--- src/rtl/mux_stream_pkg.sv ---
// Shared types and the round-robin search helper for the N:1 stream mux.
// rr_pick scans from ptr+1 upward, wrapping at n, and returns the first set bit.
package mux_stream_pkg;

  localparam int N_CH_DEF    = 4;
  localparam int DATA_W_DEF  = 8;
  localparam int SLICE_W_DEF = 2;
  localparam int MAX_CH      = 64;
  localparam int CH_ID_W     = 6;

  typedef logic [CH_ID_W-1:0] ch_id_t;

  typedef struct packed {
    logic   found;
    ch_id_t idx;
  } rr_pick_t;

  // Walk candidates farthest-first so the nearest valid channel wins last.
  function automatic rr_pick_t rr_pick(input logic [MAX_CH-1:0] valid,
                                       input ch_id_t ptr,
                                       input int n);
    rr_pick_t res;
    int       cand;
    res = '0;
    for (int k = MAX_CH; k >= 1; k--) begin
      if (k <= n) begin
        cand = int'(ptr) + k;
        if (cand >= n) cand = cand - n;
        if (valid[cand]) begin
          res.found = 1'b1;
          res.idx   = ch_id_t'(cand);
        end
      end
    end
    return res;
  endfunction

endpackage

--- src/rtl/mux_n_1_slice.sv ---
// N_CH:1 combinational mux of one SLICE_W-wide slice; out-of-range select yields zero.
module mux_n_1_slice #(
  parameter int N_CH    = 4,
  parameter int SLICE_W = 2
) (
  input  logic [$clog2(N_CH)-1:0]  sel,
  input  logic [N_CH*SLICE_W-1:0]  in_slices,
  output logic [SLICE_W-1:0]       out_slice
);

  always_comb begin
    out_slice = '0;
    for (int c = 0; c < N_CH; c++) begin
      if (int'(sel) == c) out_slice = in_slices[c*SLICE_W +: SLICE_W];
    end
  end

endmodule

--- src/rtl/mux_n_1_stream_rr.sv ---
// N_CH:1 valid/ready stream mux with explicit-select or round-robin grant and one
// registered output stage; drain and accept may happen in the same cycle.
module mux_n_1_stream_rr
  import mux_stream_pkg::*;
#(
  parameter int N_CH    = N_CH_DEF,
  parameter int DATA_W  = DATA_W_DEF,
  parameter int SLICE_W = SLICE_W_DEF,
  parameter int SEL_W   = $clog2(N_CH)
) (
  input  logic                   clk,
  input  logic                   rst_n,
  input  logic                   arb_en,
  input  logic [SEL_W-1:0]       sel,
  input  logic [N_CH-1:0]        in_valid,
  output logic [N_CH-1:0]        in_ready,
  input  logic [N_CH*DATA_W-1:0] in_data,
  output logic                   out_valid,
  input  logic                   out_ready,
  output logic [DATA_W-1:0]      out_data,
  output logic [SEL_W-1:0]       out_ch
);

  localparam int N_SLICE = DATA_W / SLICE_W;

  logic [SEL_W-1:0]  rr_ptr;
  logic [SEL_W-1:0]  grant;
  logic              grant_valid;
  logic              load_en;
  logic              xfer;
  rr_pick_t          pick;
  logic [DATA_W-1:0] mux_data;

  assign load_en = !out_valid || out_ready;

  always_comb begin
    pick        = rr_pick(MAX_CH'(in_valid), ch_id_t'(rr_ptr), N_CH);
    grant       = '0;
    grant_valid = 1'b0;
    if (arb_en) begin
      grant_valid = pick.found && (int'(pick.idx) < N_CH);
      grant       = SEL_W'(pick.idx);
    end else begin
      grant_valid = int'(sel) < N_CH;
      grant       = sel;
    end
  end

  always_comb begin
    in_ready = '0;
    for (int i = 0; i < N_CH; i++) begin
      in_ready[i] = load_en && grant_valid && (int'(grant) == i);
    end
  end

  assign xfer = |(in_valid & in_ready);

  // Every slice shares the grant index, so the word is assembled coherently.
  for (genvar s = 0; s < N_SLICE; s++) begin : g_slice
    logic [N_CH*SLICE_W-1:0] slice_in;
    for (genvar c = 0; c < N_CH; c++) begin : g_ch
      assign slice_in[c*SLICE_W +: SLICE_W] = in_data[c*DATA_W + s*SLICE_W +: SLICE_W];
    end
    mux_n_1_slice #(
      .N_CH    (N_CH),
      .SLICE_W (SLICE_W)
    ) u_slice (
      .sel       (grant),
      .in_slices (slice_in),
      .out_slice (mux_data[s*SLICE_W +: SLICE_W])
    );
  end

  always_ff @(posedge clk or negedge rst_n) begin
    if (!rst_n) begin
      out_valid <= 1'b0;
      out_data  <= '0;
      out_ch    <= '0;
      rr_ptr    <= SEL_W'(N_CH - 1);
    end else if (xfer) begin
      out_valid <= 1'b1;
      out_data  <= mux_data;
      out_ch    <= grant;
      rr_ptr    <= grant;
    end else if (load_en) begin
      out_valid <= 1'b0;
    end
  end

endmodule

--- config.mk ---
export PLATFORM = sky130hd
export DESIGN_NAME = mux_n_1_stream_rr
export DESIGN_NICKNAME = d
export VERILOG_FILES = /design/src/rtl/mux_stream_pkg.sv /design/src/rtl/mux_n_1_slice.sv /design/src/rtl/mux_n_1_stream_rr.sv
export SDC_FILE = /design/constraint.sdc
export NUM_CORES = 1
export LEC_CHECK = 0
export CAP_MARGIN = 20
export CELL_PAD_IN_SITES_DETAIL_PLACEMENT = 0
export CELL_PAD_IN_SITES_GLOBAL_PLACEMENT = 1
export CORE_MARGIN = 1
export CORE_UTILIZATION = 27
export CTS_CLUSTER_DIAMETER = 50
export DETAILED_ROUTE_END_ITERATION = 7
export GPL_TIMING_DRIVEN = 0
export PLACE_DENSITY_LB_ADDON = 0.1
export SYNTH_ARGS = -nofsm -noshare
export SYNTH_HDL_FRONTEND = slang
export SYNTH_SLANG_ARGS = --single-unit
--- constraint.sdc ---
create_clock -name clk -period 3.5 [get_ports clk]
set_clock_uncertainty 0.2 [all_clocks]
set_input_delay 0.7 -clock clk [delete_from_list [all_inputs] [get_ports clk]]
set_output_delay 0.7 -clock clk [all_outputs]
set_load 0.02 [all_outputs]
---- Yosys cells after proc, flatten, opt, wreduce, memory -nomap -nowiden ----
Cells that the tools add are included.
W data, S select, Z words.
cells by class
  reduce and logical (&&, ||, !) cells .... 11
  $lt $le $gt $ge ......................... 9
  bitwise gates (word level) .............. 1
  equality and inequality tests ........... 3
  add/sub/neg operators ................... 8
  mux-type cells .......................... 40
operator list
  operator               number
  $lt A32 B8 Y1 const B  4
  $mux W32               4
  $mux W2                17
  $mux W7                4
  $bmux W1 S6            4
  $sub A3 B3 Y4 const B  3
  $mux W1                11
  $ge A3 B3 Y1 const B   3
  $add A2 B2 Y3 const B  2
  $logic_and A1 B1 Y1    6
  $lt A6 B3 Y1 const B   1
  $sub A4 B3 Y5 const B  1
  $add A2 B3 Y4 const B  1
  $and A4 B4 Y4          1
  $eq A2 B2 Y1 const B   2
  $ge A4 B3 Y1 const B   1
  $reduce_or A4 Y1       1
  $add A2 B1 Y3 const B  1
  $eq A2 B1 Y1 const B   1
  $logic_not A2 Y1       1
  $reduce_bool A2 Y1     1
  $logic_not A1 Y1       1
  $logic_or A1 B1 Y1     1
word-level totals
  logic and storage cells ................. 76
  register bits after elaboration ......... 13
  input port bits ......................... 42

---- Longest topological paths before layout ----
Gate-level depths: netlist (run 1).
  depth after elaboration ................. 18
  gate-level depth with buffers ........... 12

---- Modules after synthesis ----
A second synthesis (run 1) with hierarchy kept.
second synthesis, totals
  cells, all modules ...................... 88
  area, all modules ....................... 1,154.9 µm²
modules (own cells, without submodules)
  module             area an instance (µm²)  cells each  instances
  mux_n_1_stream_rr  944.7                   80          1
  mux_n_1_slice      52.6                    2           4

---- Least setup slack after synthesis (run 1) ----
Ideal clock, no wire load.
  path type ............................... reg2out
  start ................................... register rr_ptr[0]
  end ..................................... output port in_ready[0]
  required time ........................... 2.600 ns
  path buffers ............................ 3
  cell stages (with the launch flop) ...... 10
  setup slack ............................. -0.439 ns
  arrival time ............................ 3.039 ns
  path through ............................ dfstp_2 buf_6 inv_1 ha_1 mux2_2 a221oi_1 clkbuf_1 nand2_1 clkbuf_1 nor4_1
between the ends
  word-level cells in the longest chain between the ends .. 15
ends and longest elaborated chain
  element                                               RTL line                 source
  from (decl)                                           mux_n_1_stream_rr.sv:26  logic [SEL_W-1:0] rr_ptr;
  from (signal assigned)                                mux_n_1_stream_rr.sv:79  rr_ptr <= SEL_W'(N_CH - 1);
  from (signal assigned)                                mux_n_1_stream_rr.sv:84  rr_ptr <= grant;
  $add A2 B3 Y4                                         mux_stream_pkg.sv:27     cand = int'(ptr) + k;
  $sub A4 B3 Y5 / $ge A4 B3 Y1 (equally long branches)  mux_stream_pkg.sv:28     if (cand >= n) cand = cand - n;
  $mux W32                                              mux_stream_pkg.sv:28
  $bmux W1 S6                                           mux_stream_pkg.sv:29     if (valid[cand]) begin
  $mux W1 (not written as such) (2 in series)           mux_stream_pkg.sv:29
  $mux W7 (3 in series)                                 mux_stream_pkg.sv:29
  $mux W7 *                                             mux_stream_pkg.sv:29
  $lt A6 B3 Y1                                          mux_n_1_stream_rr.sv:41  grant_valid = pick.found && (int'(pick.idx) < N_CH);
  $logic_and A1 B1 Y1                                   mux_n_1_stream_rr.sv:41
  $mux W1                                               mux_n_1_stream_rr.sv:40  if (arb_en) begin
  $logic_and A1 B1 Y1                                   mux_n_1_stream_rr.sv:52  in_ready[i] = load_en && grant_valid && (int'(grant) == i);
  $logic_and A1 B1 Y1 *                                 mux_n_1_stream_rr.sv:52
  to (decl)                                             mux_n_1_stream_rr.sv:16  output logic [N_CH-1:0] in_ready,
Every way passes the cells marked *; elsewhere a longest branch is shown, timed or not. The select of a mux whose other input is x is not followed.

---- Worst setup path after layout (run 1) ----
  start ................................... register rr_ptr[0]
  end ..................................... output port in_ready[2]
Same word-level chain as after synthesis.

==> results.toml, run 1 <==
[run_status]
status = "finished, violations left"
failed_checks = "negative setup slack"

[flow_run]
drv_cap = 0

[final_layout]
post_route_cells_drive_above_1_share = 0.353
area_growth_syn_to_layout_pct = 83.6
diodes = 0
nets = 284
multiInputGateArea_um2 = 1070
fill_cells = 442
regArea_um2 = 328
utilization = 0.514

[logic_synthesis]
avgSynthCellArea_um2 = 8.58
ys.flop_type = "dfrtp_1"
synth_area_um2 = 1310
syn_nets = 198
synthArstFlopShare = 1.00
synth-seq-area-share = 0.250
ys_seq_elements = 13
ys_types = 42
netlist_instances = 153
ys_warn_count = 0
synth_edf_count = 0

[grt]
grt_pass1_wl_mm = 7.53
grt_max_degree = 14
grt_util_all_layers = 0.184
grt_pass1_vias = 1584
overflow = 0
antenna_found_initial = 0

[placement]
portBuffers = 56
place.gp.congestion = 0.721
hpwl_mm = 3.24

[power_and_ir_drop]
p_int_w = 0.00133
vdd_drop_max_mv = 0.408
switching_share = 0.445
p_leak_nw = 1.01
p_comb_frac = 0.822
switchingPower_w = 0.00107
seqPwrFrac = 0.122
p_per_area_nw_per_um2 = 997
pwr-share-clk = 0.056

[detailed_routing]
top_layer = "met4"
vias = 1605
drt-vias-per-instance = 5.50
drc = 0
met1_length_mm = 1.99
ant_nets = 0
first_pass_iters = 4
routed-wl-met3_um = 223
drt_wl_total_mm = 4.73
wl_met2_mm = 2.47
drt_iter0_markers = 58
wire_per_inst_um = 16.2

[floorplan]
io_pins = 57
die_w_um = 71.7
coreArea_um2 = 4690
die_area_um2 = 5140
fp-row-count = 25
start_util = 0.280
die_y_um = 71.7

[timing]
setup_viol = 4
hold_viol = 0
worstMarginPinSlew_ps = 577
maxSlewHeadroom = 0.614
fin_crit_ps = 3530
period_share = 1.01
setup_slack_ps = -33.6
slew_violations = 0
max_freq_mhz = 283
setup_tns_ps = -85.7
rsz0062_at_grt = "yes"

[cts]
htreeDepth = 1
clock_latency_ps = 240
clock-sinks = 13
cts_tree = "yes"
cts_hold_buf = 0
cts_max_path_buffers = 2
clk_pin_slew_ps = 60
cts_buffers = 3
cts-root-buf = "clkbuf_8"

[hold_path]
min_path_type = "flip-flop to flip-flop"

[worst_setup_path]
path_class = "flip-flop to output port"
cp_max_fo = 4
reg2reg_slack_ps = 120
critPathLaunchType = "flip-flop"
crit_arrival_ps = 2630
worstPathRequired_ps = 2600
critical_path.endpoint_type = "output port"
-- synthesized netlist by cell type (all sizes together) (4+ instances only) --
| cell type | count | share of area |
|---|---|---|
| a21oi | 7 | 0.027 |
| nor2 | 6 | 0.017 |
| clkbuf | 5 | 0.014 |
| dfrtp | 11 | 0.21 |
| nand2 | 18 | 0.051 |
| nand2b | 4 | 0.025 |
| mux2 | 13 | 0.14 |
| o21ai | 11 | 0.042 |
| o211ai | 17 | 0.097 |
| inv | 7 | 0.020 |
| a211o | 8 | 0.053 |
| buf | 6 | 0.034 |
| nand3 | 10 | 0.038 |
-- metal layers --
layer,vias to the layer above,GRT usage
met2,54,0.338
met5,-,0
met1,783,0.228
met3,6,0.0323
li1,762,-
met4,0,0.0261
-- through the flow --
stage          worst slack [ps]  hold slack (ps)  area [um2]  total power [W]  std cells
4_1_cts                   -32.0              314        2360          0.00233        285
3_3_place_gp              -1400              287        1990          0.00177        263
6_report                  -33.6              312        2410          0.00240        292
3_5_place_dp              -1380              292        2000          0.00180        264
2_1_floorplan             -23.6              204        1360          0.00134        153
5_1_grt                   -87.2              324        2410          0.00254        292
-- state kept, by name, summed over array words and instances (netlist names) --
signal	count
out_valid	1
out_data	8
out_ch	2
rr_ptr	2
-- cell families after synthesis --
kind of cell,after synthesis,synth area share
multiplexers,13,0.137
AND/OR/NAND/NOR,47,0.177
AO/OA/AOI/OAI,59,0.338
flip-flops,13,0.250
adder cells (fa/ha/maj),3,0.0286
buffers and inverters,18,0.0686
-- layout make-up --
cell class              instances  area share
flip-flops and latches         13       0.136
clock buffers                   4      0.0187
inverters                       7      0.0109
multi-input cells             122       0.445
plain buffers                   9      0.0421
repair buffers                 83       0.319
well taps                      54      0.0280
-- what timing repair did --
action	4_1_cts	5_1_grt
buffers inserted	17	9
resized for setup	72	6
pin swaps	13	11
setup endpoints to repair	15	4
-- power groups by stage --
stage               registers (W)  logic [W]  clock network (W)
floorplan                0.000366   0.000972                  0
global placement         0.000292    0.00147                  0
detailed placement       0.000297    0.00150                  0
CTS                      0.000298    0.00190           0.000137
global route             0.000303    0.00210           0.000145
finish                   0.000293    0.00197           0.000135
-- worst max-delay path, stage by stage (launching register included) --
cell and delay, ps:
dfstp_2 540, buf_6 120, buf_12 100, mux2_4 310, a32o_1 220, a22o_1 260, o32ai_4 310, buf_6 160
nor2_4 50, nor3_4 180, buf_6 140
-- path summary, 6_finish.rpt --
| path | cells after the start | end | start |
|---|---|---|---|
| max reg2reg | 13 | out_data[3] | rr_ptr[0] |
| min | 2 | out_ch[0] | out_ch[0] |
| max in group asynchronous | 1 | out_data[1] | rst_n |
| min reg2reg | 2 | out_ch[0] | out_ch[0] |
| max | 10 | in_ready[2] | rr_ptr[0] |
| min in group asynchronous | 1 | out_valid | rst_n |
-- layout by cell type (no fill, tap or decap), types with 2 or more instances in the layout --
master and n:
dlygate4sd2_1 2, o21ai_0 10, inv_1 5, mux2_4 12
a21oi_2 2, nor2_2 2, nor3_2 2, nand2b_1 3
o211ai_1 17, dfrtp_1 11, nor2_1 2, a211o_1 8
nor4_4 2, inv_2 2, a2111o_1 2, buf_4 28
clkdlybuf4s50_1 47, dfstp_2 2, buf_2 2, clkdlybuf4s15_2 2
clkbuf_8 6, nand2_1 17, nor2_4 2, nand3_1 10
buf_6 6, a21oi_1 5
Power figures use the tool's default switching activity.
==> inputs of run 2 (changes only) <==
==> constraint.sdc (replaced) <==
create_clock -name clk -period 3.5 [get_ports clk]
set_clock_uncertainty 0.2 [all_clocks]
set_input_delay 0.7 -clock clk [delete_from_list [all_inputs] [get_ports clk]]
set_output_delay 0.7 -clock clk [all_outputs]
set_load 0.05 [all_outputs]
==> run 2 against run 1 <==
Against the previous run: the flow still finishes with violations (negative setup slack); critical path depth did not move; setup slack got worse by 40 ps; final area rose by 4.4%; sequential power about the same; global-route usage down 0.98 points; combinational power grew 18%; routed wire length decreased by 1.2%; power is 14% higher; final cell count rose by 2.1%; register-to-register slack better by 20 ps; largest power group unchanged.
==> results.toml, run 2 (same netlist as run 1, synthesis figures left out) <==
[run_status]
status = "finished, violations left"
failed_checks = "negative setup slack"

[worst_setup_path]
critPathLaunchType = "flip-flop"
worstPathRequired_ps = 2600
crit_buf_inv = 5
cp_max_fo = 4
cp_top_family = "buffers and inverters"
critical_path.endpoint_type = "output port"
crit_arrival_ps = 2670
path_class = "flip-flop to output port"
cpMostUsedCell = "buf_6"
cp_slowest_stage_delay_ps = 540
cp_slowest_cell = "dfstp_2"
path_cells = "buf_6 -> buf_6 -> mux2_4 -> a222oi_1 -> buf_4 -> a2111o_1 -> buf_6 -> nand2_8 -> nor4_4 -> buf_6"

[placement]
hpwl_mm = 3.20
dp_slack_ps = -1370
place.gp.congestion = 0.764
portBuffers = 56

[grt]
grt_pass1_vias = 1504
grt_max_degree = 14
grt_util_all_layers = 0.174
grt_pass1_wl_mm = 7.05
antenna_found_initial = 0
overflow = 0

[detailed_routing]
routed-wl-met3_um = 247
drt_iter0_markers = 63
wire_per_inst_um = 15.7
drt-vias-per-instance = 5.29
top_layer = "met4"
vias = 1575
first_pass_iters = 4
drt_wl_total_mm = 4.67
wl_met2_mm = 2.43
drc = 0
ant_nets = 0
met1_length_mm = 1.98

[power_and_ir_drop]
switchingPower_w = 0.00131
power_w = 0.00274
pwr-share-clk = 0.048
vdd_drop_max_mv = 0.664
p_int_w = 0.00142
p_comb_frac = 0.845
p_per_area_nw_per_um2 = 1090
p_leak_nw = 1.06
switching_share = 0.480
seqPwrFrac = 0.107

[final_layout]
final_common_cell = "clkdlybuf4s50_1"
largest_register_ff_count = 8
layout_common_cells = "clkdlybuf4s50_1, buf_4, nand2_1, o211ai_1, mux2_4"
diodes = 0
area_growth_syn_to_layout_pct = 91.7
nets = 290
top_regs = "out_data: 8 flops, out_ch: 2 flops, rr_ptr: 2 flops"
post_route_cells_drive_above_1_share = 0.373
fill_cells = 424
regMostFlops = "out_data"

[cts]
htreeDepth = 1
cts_hold_buf = 0
clock-sinks = 13
clock_latency_ps = 240
cts_buffers = 3
cts_max_path_buffers = 2
clk_pin_slew_ps = 50
cts_tree = "yes"
cts-root-buf = "clkbuf_8"

[timing]
setup_viol = 2
slew_violations = 0
hold_slack_ps = 275
worstMarginPinSlew_ps = 584
hold_viol = 0
setup_tns_ps = -111
fin_crit_ps = 3570
setup_slack_ps = -73.1
maxSlewHeadroom = 0.609
period_share = 1.02
rsz0062_at_grt = "yes"
max_freq_mhz = 280

[floorplan]
start_util = 0.280
coreArea_um2 = 4690
die_y_um = 71.7
die_area_um2 = 5140
fp-row-count = 25
io_pins = 57
die_w_um = 71.7

[hold_path]
min_path_type = "flip-flop to flip-flop"

[flow_run]
drv_cap = 0
-- run 2: changes by cell type in the layout (fill, tap and decap cells not counted), sizes merged --
cell	before	now
buf	37	45
clkdlybuf4s15	3	1
-- run 2: timing repair --
item                       in CTS  in global routing
pin swaps                      13                 13
gates resized for setup        63                 15
cloned                          0                  1
buffers inserted               18                 13
setup endpoints to repair      14                 11
-- run 2: worst min-delay path, stage by stage, from the launching register on --
cell and delay (ps):
dfrtp_1 340, nand2_1 50, nand2_1 50
-- run 2: path summary, 6_finish.rpt --
check / start / slack (ps) / cells after the start / endpoint
worst max register to register: rr_ptr[0] / 140 / 15 / out_data[1]
max in group asynchronous: rst_n / 2080 / 1 / out_data[7]
worst min register to register: out_ch[1] / 270 / 2 / out_ch[1]
worst min-delay path: out_ch[1] / 270 / 2 / out_ch[1]
worst max-delay path: rr_ptr[0] / -70 / 10 / in_ready[0]
min in group asynchronous: rst_n / 640 / 1 / out_valid
-- run 2: metrics by stage --
| step | std cells | instance area [um2] | utilization |
|---|---|---|---|
| after global placement | 263 | 2060 | 0.439 |
| final | 298 | 2520 | 0.536 |
| after detailed placement | 263 | 2060 | 0.439 |
| after floorplan | 153 | 1430 | - |
| after CTS | 285 | 2350 | 0.502 |
| after global routing | 298 | 2520 | 0.536 |
-- run 2: layout make-up --
class | instances | area [um2] | share of cell area
Tap cell | 54 | 67.6 | 0.0269
Clock buffer | 4 | 45.0 | 0.0179
Multi-Input combinational cell | 122 | 1110 | 0.442
Buffer | 10 | 123 | 0.0487
Inverter | 7 | 26.3 | 0.0104
Sequential cell | 13 | 328 | 0.130
Timing Repair Buffer | 88 | 816 | 0.324
-- run 2: routing by layer --
layer / track usage / vias up
li1: - / 772
met2: 0.311 / 51
met3: 0.0464 / 2
met4: 0.0218 / 0
met5: 0 / -
met1: 0.214 / 750
-- run 2: power groups by stage --
stage / Sequential (W) / Combinational (W) / Clock [W]
2_1_floorplan: 0.000510 / 0.00113 / 0
3_3_place_gp: 0.000293 / 0.00179 / 0
3_5_place_dp: 0.000294 / 0.00181 / 0
5_1_grt: 0.000302 / 0.00246 / 0.000143
6_report: 0.000293 / 0.00232 / 0.000130
4_1_cts: 0.000293 / 0.00210 / 0.000135
